[src/rtl/aes_bridge_pkg.sv]
// Shared constants and state encoding for the AES FIFO bridge.
// Imported by the bridge top and its ciphertext serializer.
package aes_bridge_pkg;

   localparam int KEY_WORDS = 8;
   localparam int PT_WORDS  = 8;
   localparam int CT_WORDS  = 8;
   localparam int BLK_W     = 128;

   localparam logic [2:0] S_IDLE  = 3'd0;
   localparam logic [2:0] S_LOAD  = 3'd1;
   localparam logic [2:0] S_START = 3'd2;
   localparam logic [2:0] S_WAIT  = 3'd3;
   localparam logic [2:0] S_DRAIN = 3'd4;
   localparam logic [2:0] S_DONE  = 3'd5;

   typedef enum logic [2:0] {
      ST_IDLE  = S_IDLE,
      ST_LOAD  = S_LOAD,
      ST_START = S_START,
      ST_WAIT  = S_WAIT,
      ST_DRAIN = S_DRAIN,
      ST_DONE  = S_DONE
   } state_t;

endpackage

[src/rtl/aes_fifo_bridge_serializer.sv]
// Holds one 128-bit ciphertext and presents it MS word first,
// advancing one word per accepted push.
module aes_word_serializer
   import aes_bridge_pkg::*;
#(
   parameter int WORD_W = 16
) (
   input  logic              i_clk,
   input  logic              i_rst_n,
   input  logic              i_load,
   input  logic [BLK_W-1:0]  i_data,
   input  logic              i_adv,
   output logic [WORD_W-1:0] o_data,
   output logic              o_last
);

   logic [BLK_W-1:0] r_ct;
   logic [2:0]       r_idx;

   always_ff @(posedge i_clk or negedge i_rst_n) begin
      if (!i_rst_n) begin
         r_ct  <= '0;
         r_idx <= '0;
      end else if (i_load) begin
         r_ct  <= i_data;
         r_idx <= '0;
      end else if (i_adv) begin
         r_ct  <= {r_ct[BLK_W-WORD_W-1:0], {WORD_W{1'b0}}};
         r_idx <= r_idx + 3'd1;
      end
   end

   assign o_data = r_ct[BLK_W-1 -: WORD_W];
   assign o_last = (r_idx == 3'(CT_WORDS - 1));

endmodule

[src/rtl/aes_fifo_bridge.sv]
// Bridges input FIFO -> AES core -> output FIFO: gathers key and
// plaintext, runs one encryption, streams the ciphertext out.
module aes_fifo_bridge
   import aes_bridge_pkg::*;
#(
   parameter int WORD_W      = 16,
   parameter int TIMEOUT_CYC = 1024
) (
   input  logic              clk_main_a0,
   input  logic              rst_main_n_sync,
   input  logic              ififo_empty,
   input  logic [WORD_W-1:0] ififo_dout,
   output logic              ififo_rd_en,
   input  logic              ofifo_full,
   output logic              ofifo_wr_en,
   output logic [WORD_W-1:0] ofifo_din,
   output logic              aes_start,
   output logic [BLK_W-1:0]  aes_key,
   output logic [BLK_W-1:0]  aes_pt,
   input  logic              aes_done,
   input  logic [BLK_W-1:0]  aes_ct,
   output logic              busy,
   output logic              blk_done,
   output logic [15:0]       blk_count,
   output logic              timeout_err
);

   localparam int WD_W = $clog2(TIMEOUT_CYC);
   localparam logic [WD_W-1:0] WD_MAX = WD_W'(TIMEOUT_CYC - 1);
   localparam logic [3:0] W_LAST = 4'(KEY_WORDS + PT_WORDS - 1);

   state_t           r_state;
   logic [3:0]       r_widx;
   logic [WD_W-1:0]  r_wdog;
   logic [BLK_W-1:0] r_key;
   logic [BLK_W-1:0] r_pt;
   logic [15:0]      r_blk_count;
   logic             r_tmo;

   logic w_pop;
   logic w_push;
   logic w_load_ct;
   logic w_last;

   assign w_pop     = (r_state == ST_LOAD) & ~ififo_empty;
   assign w_push    = (r_state == ST_DRAIN) & ~ofifo_full;
   assign w_load_ct = (r_state == ST_WAIT) & aes_done;

   always_ff @(posedge clk_main_a0 or negedge rst_main_n_sync) begin
      if (!rst_main_n_sync) begin
         r_state     <= ST_IDLE;
         r_widx      <= '0;
         r_wdog      <= '0;
         r_key       <= '0;
         r_pt        <= '0;
         r_blk_count <= '0;
         r_tmo       <= 1'b0;
      end else begin
         case (r_state)
            ST_IDLE: begin
               if (!ififo_empty) r_state <= ST_LOAD;
            end
            ST_LOAD: begin
               if (w_pop) begin
                  // Shift in MS word first so word 0 lands in [127:112].
                  if (r_widx < 4'(KEY_WORDS))
                     r_key <= {r_key[BLK_W-WORD_W-1:0], ififo_dout};
                  else
                     r_pt  <= {r_pt[BLK_W-WORD_W-1:0], ififo_dout};
                  r_widx <= r_widx + 4'd1;
                  if (r_widx == W_LAST) r_state <= ST_START;
               end
            end
            ST_START: begin
               r_wdog  <= '0;
               r_state <= ST_WAIT;
            end
            ST_WAIT: begin
               if (aes_done) begin
                  r_state <= ST_DRAIN;
               end else if (r_wdog == WD_MAX) begin
                  r_tmo   <= 1'b1;
                  r_state <= ST_IDLE;
               end else begin
                  r_wdog <= r_wdog + 1'b1;
               end
            end
            ST_DRAIN: begin
               if (w_push && w_last) r_state <= ST_DONE;
            end
            ST_DONE: begin
               r_blk_count <= r_blk_count + 16'd1;
               r_state     <= ST_IDLE;
            end
            default: r_state <= ST_IDLE;
         endcase
      end
   end

   aes_word_serializer #(
      .WORD_W (WORD_W)
   ) u_ser (
      .i_clk   (clk_main_a0),
      .i_rst_n (rst_main_n_sync),
      .i_load  (w_load_ct),
      .i_data  (aes_ct),
      .i_adv   (w_push),
      .o_data  (ofifo_din),
      .o_last  (w_last)
   );

   assign ififo_rd_en = w_pop;
   assign ofifo_wr_en = w_push;
   assign aes_start   = (r_state == ST_START);
   assign aes_key     = r_key;
   assign aes_pt      = r_pt;
   assign busy        = (r_state != ST_IDLE);
   assign blk_done    = (r_state == ST_DONE);
   assign blk_count   = r_blk_count;
   assign timeout_err = r_tmo;

endmodule

[config.mk]
export PLATFORM = sky130hd
export DESIGN_NAME = aes_fifo_bridge
export DESIGN_NICKNAME = d
export VERILOG_FILES = /design/src/rtl/aes_bridge_pkg.sv /design/src/rtl/aes_fifo_bridge_serializer.sv /design/src/rtl/aes_fifo_bridge.sv
export SDC_FILE = /design/constraint.sdc
export NUM_CORES = 1
export LEC_CHECK = 0
export BUFFER_PORTS_ARGS = -buffer_cell sky130_fd_sc_hd__buf_2
export CORE_UTILIZATION = 48
export CTS_CLUSTER_SIZE = 16
export DETAILED_ROUTE_END_ITERATION = 8
export PLACE_DENSITY_LB_ADDON = 0.12
export SYNTH_ARGS = -nofsm -noshare
export SYNTH_HDL_FRONTEND = slang
export SYNTH_SLANG_ARGS = --single-unit
[constraint.sdc]
create_clock -name clk_main_a0 -period 1.84 [get_ports clk_main_a0]
set_input_delay 0.368 -clock clk_main_a0 [delete_from_list [all_inputs] [get_ports clk_main_a0]]
set_output_delay 0.368 -clock clk_main_a0 [all_outputs]
set_load 0.005 [all_outputs]
==> impl_metrics.env <==
export IMPL_crit_path_end_kind="output port"
export IMPL_port_buffers=442
export IMPL_cts_htree_levels=2
export IMPL_cts_path_max_buffers=3
export IMPL_tns_ps=-3740
export IMPL_power_per_cell_area_mw_per_mm2=1610
export IMPL_grt_first_pass_wirelength_mm=66.6
export IMPL_ys_seq_area_share_pct=61.8
export IMPL_min_period_ps=2030
export IMPL_drive_gt1_share_pct=49.9
export IMPL_setup_viol_count_final=138
export IMPL_syn_cell_area_sq_mm=0.0170
export IMPL_drt_total_wl_mm=46.8
export IMPL_vias=12200
export IMPL_clk_latency_ps=560
export IMPL_setup_slack_ps=-187
export IMPL_gr_total_overflow=0
export IMPL_max_cap_violations=0
export IMPL_rows=68
export IMPL_area_growth_pct=39.6
export IMPL_dpl_cell_count=2149
export IMPL_cts_root_buf="clkbuf_16"
export IMPL_arrival_ps=1660
export IMPL_wl_per_cell_microns=20.0
export IMPL_num_io_pins=443
export IMPL_dieArea_sq_mm=0.0363
export IMPL_detailedRoute_firstPassIterationCount=5
export IMPL_setup_worst_path_start="r_state[0]"
export IMPL_layout_nets=2004
export IMPL_rsz0062_at_grt="true"
export IMPL_grt_usage_pct=23.7
export IMPL_synth_ff_type="dfrtp_1"
export IMPL_hold_viol=0
export IMPL_remaining_drc_errors=0
export IMPL_startpoint_type="register"
export IMPL_violations="setup timing"
export IMPL_crit_chain="buf_6, buf_6, or3_4, buf_6"
export IMPL_cts_buffers=44
export IMPL_cts_sinks=421
export IMPL_ys_types=45
export IMPL_ant_nets=0
export IMPL_netlist_instances=1295
export IMPL_finalClockSkew_ps=14.7
export IMPL_dpl_hpwl_mm=29.9
export IMPL_critPathKind="reg2out"
export IMPL_drv_slew=0
export IMPL_r2r_start="r_state[0]"
export IMPL_tightest_slew_ps=682
export IMPL_vias_per_cell=5.22
export IMPL_syn_num_nets=1449
export IMPL_synth_edf_count=0
export IMPL_core_region_area_sq_mm=0.0347
export IMPL_syn_area_per_cell_sq_um=13.2
export IMPL_gp_congestion=0.821
export IMPL_worstHoldPathType="in2reg"
export IMPL_crit_slowest_cell="dfrtp_1"
export IMPL_start_util_pct=49.1
export IMPL_die_w_microns=190
export IMPL_cts_tree="yes"
export IMPL_path_clk_slew_ps=60
export IMPL_cp_max_fo=5
export IMPL_hp_start="aes_ct[113]"
export IMPL_drt_iter0_drc=495
export IMPL_ir_worst_vdd_v=0.00119
export IMPL_die_h_microns=190
export IMPL_antenna_found_initial=5
export IMPL_status="finished, violations left"
export IMPL_r2r_slack_ps=-70
export IMPL_cp_common_cell="buf_6"
export IMPL_hold_ws_ps=25.9
export IMPL_async_flop_share_pct=100
export IMPL_stdcell_count=2343
export IMPL_required_ps=1470
export IMPL_place_area_sq_mm=0.0200
export IMPL_grt_pass1_vias=12300
export IMPL_period_share_pct=110
export IMPL_slowest_delay_ps=390
export IMPL_ys_warn_count=0
export IMPL_grt_max_degree=98
export IMPL_slew_headroom_pct=54.4
export IMPL_final_cell_area_sq_mm=0.0238
export IMPL_ys_ff_latch=421
export IMPL_fmax_mhz=493
export IMPL_leakagePower_nw=11.7
==> final cells by class <==
cell class,count,area [sq um]
Antenna cell,4,10.0
Clock buffer,66,1340
Clock inverter,14,184
Fill cell,2521,10900
Inverter,4,15.0
Multi-Input combinational cell,777,6620
Sequential cell,421,10500
Tap cell,455,569
Timing Repair Buffer,602,4530
==> sequential cells by signal (all words and copies together) (netlist names) <==
signal	cells
r_widx	4
blk_count	16
u_ser.r_ct	128
r_state	3
r_wdog	10
u_ser.r_idx	3
timeout_err	1
aes_pt	128
aes_key	128
==> cells in the final DEF (no fill, tap or decap), types with 11 or more instances in the layout <==
cell type	instances
clkbuf_16	71
clkbuf_8	11
mux2_4	100
o21ai_1	86
buf_4	52
nand3_1	17
a22oi_1	14
mux2i_1	85
nand2_1	186
dlygate4sd3_1	28
nor2_1	12
buf_2	436
buf_12	23
o21ai_0	23
buf_6	22
dfrtp_1	420
mux2_2	158
xnor2_1	15
==> power by group <==
part	internal [W]	total [W]	switching, W
Combinational	0.00790	0.0135	0.00559
Clock	0.00558	0.00922	0.00363
Sequential	0.0129	0.0157	0.00279
Total	0.0264	0.0384	0.0120
==> timing repair <==
item | 4_1_cts | 5_1_grt
pin swaps | 3 | 9
gates resized for setup | 20 | 226
endpoints found under the setup margin | 152 | 301
hold endpoints to repair | 105 | 0
setup buffers | 19 | 29
gates cloned | 7 | 29
hold buffers | 28 | 0
==> metrics by stage <==
step / total power, W / util (%) / worst slack, ps
finish: 0.0384 / 68.5 / -187
global route: 0.0405 / 68.5 / -225
CTS: 0.0362 / 63.8 / -236
detailed placement: 0.0262 / 57.5 / -158
global placement: 0.0258 / 57.5 / -74.6
floorplan: 0.0211 / - / 73.8
==> cell families after synthesis <==
group / after synthesis / share of synthesized area [%]
AOI/OAI and AO/OA: 152 / 5.12
DFF: 421 / 61.8
buffers and inverters: 98 / 2.96
and+or+nand+nor: 251 / 6.38
muxes: 348 / 22.3
adders and majority gates: 5 / 0.367
xor gates and xnor gates: 20 / 1.03
==> final timing paths <==
path,endpoint,depth (start not counted)
max,busy,4
min in group asynchronous,u_ser.r_ct[118],2
min,u_ser.r_ct[113],3
min reg2reg,u_ser.r_ct[116],2
max reg2reg,u_ser.r_ct[65],9
max in group asynchronous,aes_key[81],3
==> critical path, delay by kind of cell, from the launching register on <==
family                 cells  cell delay (ps)
buffers and inverters      3              390
flip-flops                 1              390
AND/OR/NAND/NOR            1              340
==> Yosys cell counts, drive strengths merged, types with 2 or more instances <==
master | n | area [sq um]
a22oi | 24 | 180
xnor2 | 15 | 131
nor4 | 3 | 25.0
nand4b | 2 | 17.5
nor2b | 2 | 12.5
a21oi | 2 | 10.0
o21ai | 109 | 546
nand4 | 5 | 31.3
nor3 | 4 | 31.3
a31oi | 5 | 31.3
and3 | 3 | 18.8
ha | 5 | 62.6
or3 | 2 | 12.5
and4b | 3 | 30.0
nor2 | 14 | 52.6
o311ai | 2 | 17.5
mux2 | 258 | 2910
nand3 | 17 | 85.1
clkbuf | 26 | 97.6
nand2 | 187 | 702
dfrtp | 421 | 10500
inv | 4 | 15.0
a311o | 2 | 20.0
mux2i | 90 | 901
nand2b | 3 | 18.8
buf | 68 | 392
xor2 | 5 | 43.8
or2 | 2 | 12.5
==> routing by layer <==
layer	vias up	part of all wire [%]	global-route usage, %
met5	-	0.088	0
met4	6	2.7	8.58
met3	93	8.3	8.06
met2	381	50	40.1
met1	6133	39	27.8
li1	5625	-	-
No activity file was read; power rests on OpenSTA's default activity.
